### src/rtl/mega65_kbd_scanner_if.sv
// Serial link between the scanner and the MEGA65 keyboard controller:
// kb_io0 is the bit clock, kb_io1 carries LED bits and the sync gap,
// kb_io2 returns active-low key state.
interface mega65_kbd_scanner_if;
    logic kb_io0;
    logic kb_io1;
    logic kb_io2;

    modport master (
        output kb_io0,
        output kb_io1,
        input  kb_io2
    );

    modport slave (
        input  kb_io0,
        input  kb_io1,
        output kb_io2
    );
endinterface

### src/rtl/mega65_kbd_scanner.sv
// MEGA65 keyboard scanner: clocks out 128 bit periods per frame followed
// by an idle gap, samples 81 key bits and debounces them over two frames.
module mega65_kbd_scanner #(
    parameter int CLKDIV = 14,
    parameter int GAP    = 16
) (
    input  logic                        clk,
    input  logic                        reset_n,
    mega65_kbd_scanner_if.master        kb,
    input  logic [31:0]                 led_data,
    output logic [79:0]                 keys,
    output logic                        restore,
    output logic                        frame_done
);
    localparam int              HW         = (CLKDIV > 1) ? $clog2(CLKDIV) : 1;
    localparam logic [HW-1:0]   HALF_LAST  = HW'(CLKDIV - 1);
    localparam logic [6:0]      GAP_LAST   = 7'(GAP - 1);
    localparam logic [6:0]      SHIFT_LAST = 7'd127;
    localparam int              NKEYS      = 81;

    typedef enum logic {ST_GAP, ST_SHIFT} state_t;

    state_t          state_reg, state_next;
    logic [HW-1:0]   half_reg, half_next;
    logic            phase_reg, phase_next;   // 0 = low half, 1 = high half
    logic [6:0]      bit_reg, bit_next;

    logic            period_end;
    logic            start_shift;
    logic            end_shift;
    logic            sample_en;
    logic            io0_next;

    logic [1:0]      sync_reg;
    logic            io0_reg;
    logic            io1_reg;
    logic [30:0]     led_sr_reg;              // LED bits still to be sent after the current one

    logic [NKEYS-1:0] raw_reg;
    logic [NKEYS-1:0] prev_reg;
    logic [NKEYS-1:0] deb_reg;
    logic [NKEYS-1:0] deb_next;
    logic [NKEYS-1:0] sample_hit;

    assign kb.kb_io0  = io0_reg;
    assign kb.kb_io1  = io1_reg;
    assign keys       = deb_reg[79:0];
    assign restore    = deb_reg[80];

    // Two-flop synchronizer for the asynchronous key data line.
    always_ff @(posedge clk or negedge reset_n) begin
        if (!reset_n) begin
            sync_reg <= 2'b11;
        end else begin
            sync_reg <= {sync_reg[0], kb.kb_io2};
        end
    end

    // Frame sequencer state and counters.
    always_ff @(posedge clk or negedge reset_n) begin
        if (!reset_n) begin
            state_reg <= ST_GAP;
            half_reg  <= '0;
            phase_reg <= 1'b0;
            bit_reg   <= '0;
        end else begin
            state_reg <= state_next;
            half_reg  <= half_next;
            phase_reg <= phase_next;
            bit_reg   <= bit_next;
        end
    end

    // Next-state logic: counters run in both states, only the bit limit differs.
    always_comb begin
        state_next  = state_reg;
        half_next   = half_reg;
        phase_next  = phase_reg;
        bit_next    = bit_reg;
        period_end  = phase_reg && (half_reg == HALF_LAST);
        start_shift = 1'b0;
        end_shift   = 1'b0;
        sample_en   = 1'b0;

        if (half_reg == HALF_LAST) begin
            half_next  = '0;
            phase_next = ~phase_reg;
        end else begin
            half_next  = half_reg + 1'b1;
        end

        case (state_reg)
            ST_GAP: begin
                if (period_end) begin
                    if (bit_reg == GAP_LAST) begin
                        state_next  = ST_SHIFT;
                        bit_next    = '0;
                        start_shift = 1'b1;
                    end else begin
                        bit_next = bit_reg + 1'b1;
                    end
                end
            end
            ST_SHIFT: begin
                sample_en = period_end;
                if (period_end) begin
                    if (bit_reg == SHIFT_LAST) begin
                        state_next = ST_GAP;
                        bit_next   = '0;
                        end_shift  = 1'b1;
                    end else begin
                        bit_next = bit_reg + 1'b1;
                    end
                end
            end
            default: begin
                state_next = ST_GAP;
                bit_next   = '0;
            end
        endcase

        io0_next = (state_next == ST_SHIFT) && phase_next;
    end

    // Serial outputs: clock only toggles in SHIFT, data idles high in GAP
    // and advances exactly when the clock drops at a period boundary.
    always_ff @(posedge clk or negedge reset_n) begin
        if (!reset_n) begin
            io0_reg    <= 1'b0;
            io1_reg    <= 1'b1;
            led_sr_reg <= '0;
        end else begin
            io0_reg <= io0_next;
            if (start_shift) begin
                io1_reg    <= led_data[0];
                led_sr_reg <= led_data[31:1];
            end else if (end_shift) begin
                io1_reg    <= 1'b1;
            end else if (sample_en) begin
                io1_reg    <= led_sr_reg[0];
                led_sr_reg <= {1'b0, led_sr_reg[30:1]};
            end
        end
    end

    // Per-bit sample decode and two-frame agreement filter.
    genvar gi;
    generate
        for (gi = 0; gi < NKEYS; gi++) begin : g_bit
            assign sample_hit[gi] = sample_en && (bit_reg == 7'(gi));
            assign deb_next[gi]   = (raw_reg[gi] == prev_reg[gi]) ? ~raw_reg[gi] : deb_reg[gi];
        end
    endgenerate

    // Capture raw key bits; bits beyond RESTORE are never stored.
    always_ff @(posedge clk or negedge reset_n) begin
        if (!reset_n) begin
            raw_reg <= '1;
        end else begin
            raw_reg <= (raw_reg & ~sample_hit) | ({NKEYS{sync_reg[1]}} & sample_hit);
        end
    end

    // Debounce update and frame_done pulse at the start of every GAP.
    always_ff @(posedge clk or negedge reset_n) begin
        if (!reset_n) begin
            prev_reg   <= '1;
            deb_reg    <= '0;
            frame_done <= 1'b0;
        end else begin
            frame_done <= end_shift;
            if (end_shift) begin
                deb_reg  <= deb_next;
                prev_reg <= raw_reg;
            end
        end
    end
endmodule
### src/flat_wrapper.sv
// flat-port wrapper written by rule: the top's interface ports become plain ports
module mega65_kbd_scanner_flat 
#(
    parameter int CLKDIV = 14,
    parameter int GAP    = 16
)
  (clk, reset_n, led_data, keys, restore, frame_done, kb_kb_io0, kb_kb_io1, kb_kb_io2);
  mega65_kbd_scanner_if kb_i ();
  input  logic clk;
  input  logic reset_n;
  input  logic [31:0] led_data;
  output logic [79:0] keys;
  output logic restore;
  output logic frame_done;
  output wire logic [$bits(kb_i.kb_io0)-1:0] kb_kb_io0;
  output wire logic [$bits(kb_i.kb_io1)-1:0] kb_kb_io1;
  input wire logic [$bits(kb_i.kb_io2)-1:0] kb_kb_io2;
  assign kb_kb_io0 = kb_i.kb_io0;
  assign kb_kb_io1 = kb_i.kb_io1;
  assign kb_i.kb_io2 = kb_kb_io2;
  mega65_kbd_scanner #(.CLKDIV(CLKDIV), .GAP(GAP)) u_core (.clk(clk), .reset_n(reset_n), .kb(kb_i), .led_data(led_data), .keys(keys), .restore(restore), .frame_done(frame_done));
endmodule
### config.mk
export PLATFORM = sky130hd
export DESIGN_NAME = mega65_kbd_scanner_flat
export DESIGN_NICKNAME = d
export VERILOG_FILES = /design/src/rtl/mega65_kbd_scanner_if.sv /design/src/rtl/mega65_kbd_scanner.sv /design/src/flat_wrapper.sv
export SDC_FILE = /design/constraint.sdc
export NUM_CORES = 1
export LEC_CHECK = 0
export ABC_CLOCK_PERIOD_IN_PS = 3470
export BUFFER_PORTS_ARGS = -buffer_cell sky130_fd_sc_hd__buf_2
export CELL_PAD_IN_SITES_DETAIL_PLACEMENT = 1
export CELL_PAD_IN_SITES_GLOBAL_PLACEMENT = 1
export CORE_ASPECT_RATIO = 0.75
export CORE_MARGIN = 5
export CORE_UTILIZATION = 40
export DETAILED_ROUTE_END_ITERATION = 12
export PLACE_DENSITY = 0.66
export SYNTH_ARGS = -nofsm -noshare
export SYNTH_HDL_FRONTEND = slang
export SYNTH_SLANG_ARGS = --single-unit
### constraint.sdc
create_clock -name clk -period 3.47 [get_ports clk]
set_clock_uncertainty 0.15 [all_clocks]
set_input_delay 0 -clock clk [delete_from_list [all_inputs] [get_ports clk]]
set_output_delay 0 -clock clk [all_outputs]
set_load 0.1 [all_outputs]
# [After elaboration in Yosys (flattened, before gate mapping)]
# Cells that the tools add are included.
[word_totals] output_inout_bits=84 regBits=292
[op_classes] n_mux=23 n_addsub=2 reduce_logical=169 eq_ne=166 bitwise=87
[ops] operator="$eq A7 B6 Y1 const B" n=32
[ops] operator="$reduce_and A2 Y1" n=83
[ops] operator="$and A81 B81 Y81" n=2
[ops] operator="$eq A7 B7 Y1 const B" n=18
[ops] operator="$eq A7 B5 Y1 const B" n=16
[ops] operator="$mux W31" n=3
[ops] operator="$logic_and A1 B1 Y1" n=83
[ops] operator="$not A1 Y1" n=83
[ops] operator="$eq A1 B1 Y1" n=81
[ops] operator="$not A81 Y81" n=1
[ops] operator="$or A81 B81 Y81" n=1
[ops] operator="$eq A7 B4 Y1 const B" n=8
[ops] operator="$eq A7 B3 Y1 const B" n=4
[ops] operator="$mux W7" n=4
[ops] operator="$eq A7 B2 Y1 const B" n=2
[ops] operator="$pmux W7 S2" n=1
[ops] operator="$mux W1" n=13
[ops] operator="$add A7 B1 Y7 const B" n=1
[ops] operator="$eq A7 B1 Y1 const B" n=1
[ops] operator="$logic_not A7 Y1" n=1
[ops] operator="$add A4 B1 Y4 const B" n=1
[ops] operator="$eq A4 B4 Y1 const B" n=1
[ops] operator="$mux W4" n=1
[ops] operator="$ne A2 B1 Y1 const B" n=2
[ops] operator="4 further kinds" n=4

# [Logic depth before layout (Yosys ltp)]
[depth] word_depth=7 ltp_mapped=10

# [Worst setup path before layout]
# OpenSTA, ideal clock, no wires.
[synth_path] kind="reg-to-reg" from="reg u_core.half_reg[0]" to="reg u_core.led_sr_reg[10]" t_arrival_ps=2351 n_path_buf=3 period_less_slack_ps=2626 setup_slack_ps=844 stages_incl_launch_ff=11 cell_sequence="dfrtp_1 -> inv_1 -> nor3_1 -> ha_1 -> clkbuf_2 -> nand4_2 -> or3_1 -> buf_2 -> buf_6 -> mux2_4 -> mux2_2"
[synth_between] elab_chain_cells=6 elab_cells_between_ends=11 classes_between="2 x eq/ne; 6 x mux; 3 x reduce/logical"
[synth_rtl] element="start, declared" line="mega65_kbd_scanner.sv:24" source="logic [HW-1:0] half_reg, half_next;"
[synth_rtl] element="start signal, assigned" line="mega65_kbd_scanner.sv:68" source="half_reg <= half_next;"
[synth_rtl] element="$eq A4 B4 Y1 *" line="mega65_kbd_scanner.sv:80" source="period_end = phase_reg && (half_reg == HALF_LAST);"
[synth_rtl] element="$logic_and A1 B1 Y1 *" line="mega65_kbd_scanner.sv:80"
[synth_rtl] element="$mux W1 (on tied branches)" line="mega65_kbd_scanner.sv:106, mega65_kbd_scanner.sv:94"
[synth_rtl] element="$mux W1" line="mega65_kbd_scanner.sv:92" source="case (state_reg)"
[synth_rtl] element="$ne A2 B1 Y1 (no source line) or $reduce_bool A2 Y1 (tied branches)"
[synth_rtl] element="$reduce_and A2 Y1 (no source line)"
[synth_rtl] element="end signal, assigned" line="mega65_kbd_scanner.sv:136" source="led_sr_reg <= led_data[31:1];"
[synth_rtl] element="end signal, assigned" line="mega65_kbd_scanner.sv:141" source="led_sr_reg <= {1'b0, led_sr_reg[30:1]};"
[synth_rtl] element="end, declared" line="mega65_kbd_scanner.sv:37" source="logic [30:0] led_sr_reg;"
# Mark *: on every way between the ends. The rest lies on a longest branch, timed or not.
# A chain may end at the register's enable or synchronous reset.

# [Final worst setup path]
[layout_path] from="reg u_core.half_reg[0]" to="reg u_core.led_sr_reg[6]"
# Same word-level chain as after synthesis.

==> impl_metrics.toml <==
[place]
pre_cts_ws_ns = 0.4136
port_buffers = 118
placed_cell_area_um2 = 13820
place.gp.congestion = 0.7245
dp_hpwl_um = 20130
dp.cells = 1637

[floorplanning]
die_w_um = 216.6
die_h_um = 165.0
die_area_um2 = 35740
start_util_pct = 40.72
io_pins = 119
rows = 56
coreArea_um2 = 31460

[synthesis]
ys_ff_latch = 292
synth-edff-count = 0
avgSynthCellArea_um2 = 11.05
ys_warn_count = 0
ys_async_sr_fraction_pct = 100.0
syn-cell-area_um2 = 12810
synth_fp_nets = 1200
synth_flop_cell = "dfstp_2"
ys_types = 39
yosysSeqAreaShare_pct = 58.65
syn_inst = 1159

[cts]
cts_root_buf = "clkbuf_16"
htreeDepth = 1
cts_resized = 0
worstSkewPairLatency_ns = 0.56
clk_pin_slew_ns = 0.06
cts_buffers = 31
cts_tree = "yes"
cts_buffer_depth = 3
cts_sinks = 292

[pwr]
total_leakage_power_nw = 6.391
p_clk_share_pct = 48.1
comb_power_share_pct = 2.7
p_switching_mw = 1.506
switching_share_pct = 21.48
vdd_drop_max_mv = 0.2860
p_per_area_nw_per_um2 = 460.3
seq_power_share_pct = 49.2
p_int_mw = 5.505
p_total_mw = 7.011

[timing]
worstMarginPinSlew_ns = 0.7937
slew_viol_final = 0
fin_crit_sh_pct = 89.49
max_freq_ghz = 0.3220
hold_ws_ns = 0.06079
setup_viol = 0
timing.final.ws_setup_ns = 0.3647
fin_crit_ns = 3.105
hold_violations = 0
setup-tns-final_ns = 0
rsz0062_at_grt = "false"
slew_headroom_pct = 46.97

[critical_path]
start_kind = "flip-flop"
crit_slowest_cell = "or3_2"
crit_path_cell_trace = "inv_1 -> nor3_1 -> ha_1 -> nand4_2 -> or3_2 -> buf_4 -> mux2_4 -> mux2_2"
path_max_fanout = 31
max_stage_delay_ns = 0.50
critPathKind = "reg -> reg"
cp.required_ns = 3.76
arrival_ns = 3.39
end_kind = "flip-flop"

[routing]
routed_via_density = 5.011
drtIter0Drc = 466
first_pass_iters = 4
route.detailed.drc = 0
routed_wl_um = 31770
ant_nets = 0
dr_wl_met2_um = 13950
via_count = 8664
top_layer = "met4"
wl_met3_um = 1441
post_drt_wl_per_cell_um = 18.37
met1_length_um = 15860

[final_layout]
drive_gt1_share_pct = 37.26
n_fill_cell = 3413
finalInstanceArea_um2 = 15230
finalNonFillerCells = 1729
fin_nets = 1341
final_common_cell = "inv_1"
area_delta_synth_final_pct = 18.90
diodes = 0
layout_common_cells = "167 x inv_1, 165 x dfstp_2, 127 x nand2_1, 127 x dfrtp_1, 117 x buf_2"
utilization_pct = 48.41

[global_route]
grt_first_pass_wirelength_um = 51120
grt-ovfl-total = 0
grt_max_degree = 132
grt_usage_pct = 17.74
antenna_found_initial = 0
grt_pass1_vias = 9064

[min_path]
holdCritPathClass = "in -> reg"

[run]
drv_cap = 0

[outcome]
outcome = "complete, no violations"
[final cells by class]
| class | instances | area [um2] | area share [%] |
|---|---|---|---|
| multi-input combinational | 643 | 4428 | 29.07 |
| sequential | 292 | 7513 | 49.33 |
| clock buffer | 44 | 917.1 | 6.022 |
| inverter | 167 | 626.9 | 4.116 |
| tap | 406 | 508.0 | 3.335 |
| timing repair buffer | 165 | 1116 | 7.328 |
| clock inverter | 12 | 121.4 | 0.7968 |
[cell usage after synthesis, types with 2 or more instances]
cell type	count	share of area, %
o2bb2ai_1	81	5.5
nand3_1	7	0.27
and2_1	3	0.15
mux2_4	29	3.4
nor2_1	60	1.8
nor2b_1	2	0.098
nand2_1	127	3.7
mux2_2	110	9.7
ha_1	6	0.59
xor2_1	2	0.14
nor3_1	9	0.35
dfstp_2	165	34
a21oi_1	82	3.2
dfrtp_1	127	25
buf_6	3	0.26
a21o_1	2	0.12
clkbuf_1	32	0.94
and3_1	7	0.34
o21ai_0	89	3.5
nand4_1	3	0.15
xnor2_1	3	0.21
inv_1	167	4.9
buf_2	20	0.78
nor3b_1	2	0.12
nand2b_1	3	0.15
or3b_2	3	0.21
or3_1	3	0.15
[power by group through the flow]
stage	clock, mW	combinational [mW]	sequential [mW]
2_1_floorplan	0	0.0509	3.50
3_3_place_gp	0	0.152	3.51
3_5_place_dp	0	0.155	3.51
4_1_cts	3.48	0.192	3.45
5_1_grt	3.63	0.211	3.45
6_report	3.37	0.187	3.45
[per-layer routing]
| layer | up-vias | GRT usage (%) |
|---|---|---|
| met1 | 4365 | 26.69 |
| li1 | 4141 | - |
| met3 | 39 | 2.969 |
| met4 | 0 | 3.207 |
| met2 | 119 | 27.42 |
| met5 | - | 0 |
[worst max-delay path, delay by kind of cell (launching register included)]
family / cells / cell delay [ns]
mux: 2 / 0.63
fa+ha+maj: 1 / 0.35
flops: 1 / 0.41
simple gates: 3 / 1.00
buf+inv: 2 / 0.41
[worst paths after layout]
kind / startpoint / to / slack (ns) / cells after the start
setup / recovery: u_core.half_reg[0] / u_core.led_sr_reg[6] / 0.36 / 8
hold / removal: led_data[31] / u_core.led_sr_reg[30] / 0.06 / 3
setup reg to reg: u_core.half_reg[0] / u_core.led_sr_reg[6] / 0.36 / 8
hold reg to reg: u_core.sync_reg[0] / u_core.sync_reg[1] / 0.22 / 0
max in group asynchronous: reset_n / u_core.prev_reg[11] / 2.55 / 3
min in group asynchronous: reset_n / u_core.led_sr_reg[8] / 0.09 / 3
[cells by family (layout without fill, tap and decap cells)]
| group | after synthesis | after routing | share of synthesized area [%] |
|---|---|---|---|
| xor gates and xnor gates | 5 | 5 | 0.3419 |
| AOI/OAI and AO/OA | 258 | 258 | 12.56 |
| and+or+nand+nor | 235 | 235 | 7.843 |
| buffers and inverters | 224 | 388 | 6.945 |
| adders and majority gates | 6 | 6 | 0.5860 |
| muxes | 139 | 139 | 13.07 |
| DFF | 292 | 292 | 58.65 |
[what timing repair did]
item                      in CTS  in global routing
hold endpoints to repair     201                  0
hold buffers                  36                  0
buffers inserted               0                  0
Power figures use the tool's default switching activity.
